`config.mk`:
```
export PLATFORM = sky130hd
export DESIGN_NAME = fractal_sync_rx_node
export DESIGN_NICKNAME = d
export VERILOG_FILES = /design/src/rtl/fractal_sync_rx_node.sv
export SDC_FILE = /design/constraint.sdc
export NUM_CORES = 1
export LEC_CHECK = 0
export CAP_MARGIN = 15
export CORE_MARGIN = 5
export CORE_UTILIZATION = 49
export CTS_CLUSTER_SIZE = 16
export DETAILED_ROUTE_END_ITERATION = 10
export GPL_ROUTABILITY_DRIVEN = 0
export PLACE_DENSITY = 0.83
export REMOVE_ABC_BUFFERS = 1
export SLEW_MARGIN = 20
export SYNTH_ARGS = -nofsm -noshare
export SYNTH_HDL_FRONTEND = slang
export SYNTH_SLANG_ARGS = --single-unit
```
`constraint.sdc`:
```
create_clock -name clk_i -period 4.4 [get_ports clk_i]
set_input_delay 0.88 -clock clk_i [delete_from_list [all_inputs] [get_ports clk_i]]
set_output_delay 0.88 -clock clk_i [all_outputs]
set_load 0.01 [all_outputs]
```
`src/rtl/fractal_sync_rx_node.sv`:
```
// Fractal sync responder: joins two child barrier requests, completes them locally or via the parent.
// Local wake 2 cycles after the last arrival; forwarded barriers hold in UP_WAIT until the parent wakes.
module fractal_sync_rx_node #(
   parameter int unsigned LVL_W    = 4,
   parameter int unsigned NODE_LVL = 1
) (
   input  logic                 clk_i,
   input  logic                 rst_i,
   input  logic                 clear_i,
   input  logic [1:0]           c_sync_i,
   input  logic [2*LVL_W-1:0]   c_level_i,
   input  logic [1:0]           c_ack_i,
   output logic [1:0]           c_wake_o,
   output logic [1:0]           c_error_o,
   output logic                 p_sync_o,
   output logic [LVL_W-1:0]     p_level_o,
   output logic                 p_ack_o,
   input  logic                 p_wake_i,
   input  logic                 p_error_i
);

   typedef enum logic [2:0] {
      S_IDLE,
      S_UP_SYNC,
      S_UP_WAIT,
      S_UP_ACK,
      S_WAKE
   } state_e;

   localparam logic [LVL_W-1:0] NODE_LVL_L = LVL_W'(NODE_LVL);

   state_e                  state_q, state_d;
   logic [1:0]              arr_q, arr_d;
   logic [1:0][LVL_W-1:0]   lvl_q, lvl_d;
   logic [1:0]              wpend_q, wpend_d;
   logic                    err_q, err_d;

   logic                    decide;
   logic                    lvl_bad;
   logic                    lvl_local;
   logic                    enter_wake;

   assign decide    = (state_q == S_IDLE) && (arr_q == 2'b11) && (wpend_q == 2'b00);
   assign lvl_bad   = (lvl_q[0] != lvl_q[1]) || (lvl_q[0] < NODE_LVL_L);
   assign lvl_local = (lvl_q[0] == NODE_LVL_L);

   // ---------------- FSM: state register ----------------
   always_ff @(posedge clk_i or posedge rst_i) begin
      if (rst_i) begin
         state_q <= S_IDLE;
      end else begin
         state_q <= state_d;
      end
   end

   // ---------------- FSM: next state ----------------
   always_comb begin
      state_d = state_q;
      unique case (state_q)
         S_IDLE: begin
            if (decide) begin
               state_d = (lvl_bad || lvl_local) ? S_WAKE : S_UP_SYNC;
            end
         end
         S_UP_SYNC: state_d = S_UP_WAIT;
         S_UP_WAIT: begin
            if (p_wake_i) begin
               state_d = S_UP_ACK;
            end
         end
         S_UP_ACK:  state_d = S_WAKE;
         S_WAKE: begin
            if (wpend_q == 2'b00) begin
               state_d = S_IDLE;
            end
         end
         default:   state_d = S_IDLE;
      endcase
      if (clear_i) begin
         state_d = S_IDLE;
      end
   end

   assign enter_wake = (state_d == S_WAKE) && (state_q != S_WAKE);

   // ---------------- FSM: outputs (registered state only) ----------------
   always_comb begin
      c_wake_o  = 2'b00;
      c_error_o = 2'b00;
      p_sync_o  = 1'b0;
      p_level_o = '0;
      p_ack_o   = 1'b0;
      unique case (state_q)
         S_UP_SYNC: begin
            p_sync_o  = 1'b1;
            p_level_o = lvl_q[0];
         end
         S_UP_ACK:  p_ack_o = 1'b1;
         S_WAKE: begin
            c_wake_o  = wpend_q;
            c_error_o = wpend_q & {2{err_q}};
         end
         default: ;
      endcase
   end

   // ---------------- Arrival / wake / error bookkeeping ----------------
   always_comb begin
      arr_d   = arr_q;
      lvl_d   = lvl_q;
      wpend_d = wpend_q;
      err_d   = err_q;

      // Arrivals latch in every state so a child may post its next barrier early.
      for (int c = 0; c < 2; c++) begin
         if (c_sync_i[c] && !arr_q[c]) begin
            arr_d[c] = 1'b1;
            lvl_d[c] = c_level_i[c*LVL_W +: LVL_W];
         end
      end

      if (state_q == S_WAKE) begin
         wpend_d = wpend_q & ~c_ack_i;
      end

      if (decide) begin
         err_d = lvl_bad;
      end

      if ((state_q == S_UP_WAIT) && p_wake_i) begin
         err_d = p_error_i;
      end

      // The consumed barrier is cleared on entry, overriding a same-cycle arrival.
      if (enter_wake) begin
         arr_d   = 2'b00;
         wpend_d = 2'b11;
      end

      if (clear_i) begin
         arr_d   = 2'b00;
         lvl_d   = '0;
         wpend_d = 2'b00;
         err_d   = 1'b0;
      end
   end

   always_ff @(posedge clk_i or posedge rst_i) begin
      if (rst_i) begin
         arr_q   <= 2'b00;
         lvl_q   <= '0;
         wpend_q <= 2'b00;
         err_q   <= 1'b0;
      end else begin
         arr_q   <= arr_d;
         lvl_q   <= lvl_d;
         wpend_q <= wpend_d;
         err_q   <= err_d;
      end
   end

endmodule

```
==> results.md <==
- Clk Latency, worst-skew pair: 0.29 ns
- Slew @ Worst Pin: 0.600 ns
- Slew headroom: 59.9%
- Core area: 0.00173 sq mm
- Vias in the first global route: 731
- Max Cap Viol: 0
- Cells after synthesis: 88
- CTS Hold Buffers Added: 0
- Most common cell after layout, fill and taps aside: clkdlybuf4s50_1
- CTS Buffer Depth: 2
- CTS root buf: clkbuf_4
- RSZ-0062 raised after global routing: no
- Switching fraction of total power: 27.5%
- Final instance area: 0.00120 sq mm
- Fmax: 351 MHz
- IO Pins: 27
- Initial drt markers: 8
- H-tree depth: 1
- Fin Setup TNS: 0 ns
- Total global routing overflow: 0
- Cell Pwr Density: 253 mW/mm^2
- Post-synth top area cell: dfrtp_1
- Static leakage: 0.546 nW
- Post-synth EDFFs: 0
- Predominant post-synthesis flop cell: dfrtp_1
- Worst-path clk slew: 0.09 ns
- Setup Skew: 0.00589 ns
- Final Max Slew Viols: 0
- Comb pwr share: 19.9%
- DP Area: 0.00118 sq mm
- Port bufs: 26
- Post-route DRC violation count: 0
- First-pass GRT wire length: 3200 um
- ANT nets after route: 0
- Commonest cells after routing, fill and taps aside: 26 x clkdlybuf4s50_1, 16 x dfrtp_1, 13 x nor2_1, 8 x mux2i_1
- Clock power share: 25.8%
- First-pass DRT Iterations: 4
- Worst setup SP type: flip-flop
- Final WL: 1910 um
- Gr usage total: 16.1%
- Via total after detailed routing: 737
- Wire per inst: 13.7 um
- Yosys warning count: 0
- CTS tree: yes
- Synth area leaders: dfrtp_1 45%, mux2i_1 8.9%, nor2_1 5.4%
- CP Class: flip-flop to output port
- Critical Path Sink Type: output port
- Seq/Total Area, Yosys: 44.6%
- Synthesized cell area: 897 sq um
- Die area: 0.00279 sq mm
- Maximum VDD drop: 0.153 mV
- Die width: 52.8 um
- Worst endpoint required time: 3.52 ns
- Initial antenna violation count: 0
- Sequential share of power: 54.2%
- Layout cell share with drive strength beyond 1: 12.3%
- Top cell type's share of synthesized area: 44.6%
- Initial Utilization: 52.0%
- Crit path DAT: 1.97 ns
- Layout area overhead: 33.8%
- Final Critical Period: 2.85 ns
- Post-CTS sizing: 0
- Post-synth cell types: 28
- #FFs+latches synth: 16
- Net Switching: 0.0837 mW
- Pint: 0.220 mW
- Mean Syn Cell Area: 10.2 sq um
- Via density per instance: 5.30
- Worst-path maximum fanout: 7
- Layout net count: 133
- Async SR Flop Fraction: 100%
- Crit share post-route: 64.8%
- N_diodes: 0
- Largest net degree at the start of global routing: 17
- Placed Cells: 136
- Fin cells: 139
- HPWL Detailed: 1510 um
- Sink Count: 16
- FP Rows: 15
- Final core occ: 69.5%
- Status: completed
- Setup violations, final: 0
- Die height: 52.8 um
- Post-CTS Setup Bufs: 0
- CTS buffer count: 3
- Final Hold Fails: 0
- Hold Path Class: flip-flop to flip-flop
## per-layer routing
layer  global-route usage, %  up-vias  routed length (um)
li1                        -      362                   -
met3                    3.99        3                 120
met1                    18.0      347                 818
met2                    28.7       25                 942
met5                       0        -                   0
met4                    6.38        0                  27
## layout make-up
| class | instances | area (sq um) |
|---|---|---|
| fillers | 136 | 527 |
| multi-input cells | 67 | 478 |
| inverters | 2 | 7.51 |
| well taps | 25 | 31.3 |
| clock buffers | 3 | 22.5 |
| repair buffers | 26 | 260 |
| flip-flops and latches | 16 | 400 |
## stage by stage
| step | worst slack (ns) | total power, mW | hold slack, ns |
|---|---|---|---|
| finish | 1.55 | 0.304 | 0.545 |
| global route | 1.38 | 0.318 | 0.579 |
| CTS | 1.54 | 0.305 | 0.550 |
| detailed placement | 1.85 | 0.229 | 0.536 |
| global placement | 1.92 | 0.228 | 0.506 |
| floorplan | 2.37 | 0.204 | 0.479 |
## sequential cells by signal, indices dropped and copies added, names as in the netlist
register and cells:
lvl_q 8, state_q 3, arr_q 2, wpend_q 2, err_q 1
## power groups by stage
stage               clock (mW)  sequential [mW]  combinational (mW)
global placement             0            0.167              0.0602
finish                  0.0785            0.165              0.0606
CTS                     0.0786            0.165              0.0616
floorplan                    0            0.165              0.0390
global route            0.0840            0.166              0.0678
detailed placement           0            0.168              0.0613
## kinds of logic (layout without fill, tap and decap cells)
group	Yosys count	count (layout)	share of synthesized area, %
and+or+nand+nor	45	45	31.4
buffers and inverters	5	31	2.09
DFF	16	16	44.6
AOI/OAI and AO/OA	9	9	8.09
muxes	8	8	8.93
xor gates and xnor gates	5	5	4.88
## cells in the mapped netlist, drive strengths merged (3+ instances only)
cell type and n:
dfrtp 16, nor2 13, mux2i 8, and2 7, nand2 6, nor3 4, xor2 4, a31oi 3
clkbuf 3, nor2b 3, nor4 3
## critical path: stages (launching register included)
cell and delay, ns:
dfrtp_1 0.47, nor3b_1 0.46, and2_2 0.22, clkdlybuf4s50_1 0.53
## final timing paths
| check | from | to | slack (ns) | cells past startpoint |
|---|---|---|---|---|
| hold reg to reg | state_q[2]$_DFF_PP0_ | state_q[1]$_DFF_PP0_ | 0.55 | 1 |
| max in group asynchronous | rst_i | state_q[0]$_DFF_PP0_ | 3.06 | 2 |
| setup / recovery | state_q[1]$_DFF_PP0_ | p_level_o[1] | 1.55 | 3 |
| hold / removal | state_q[2]$_DFF_PP0_ | state_q[1]$_DFF_PP0_ | 0.55 | 1 |
| min in group asynchronous | rst_i | lvl_q[7]$_DFFE_PP0P_ | 0.95 | 2 |
| setup reg to reg | lvl_q[1]$_DFFE_PP0P_ | arr_q[0]$_DFFE_PP0P_ | 2.92 | 4 |
No activity file was read; power rests on OpenSTA's default activity.
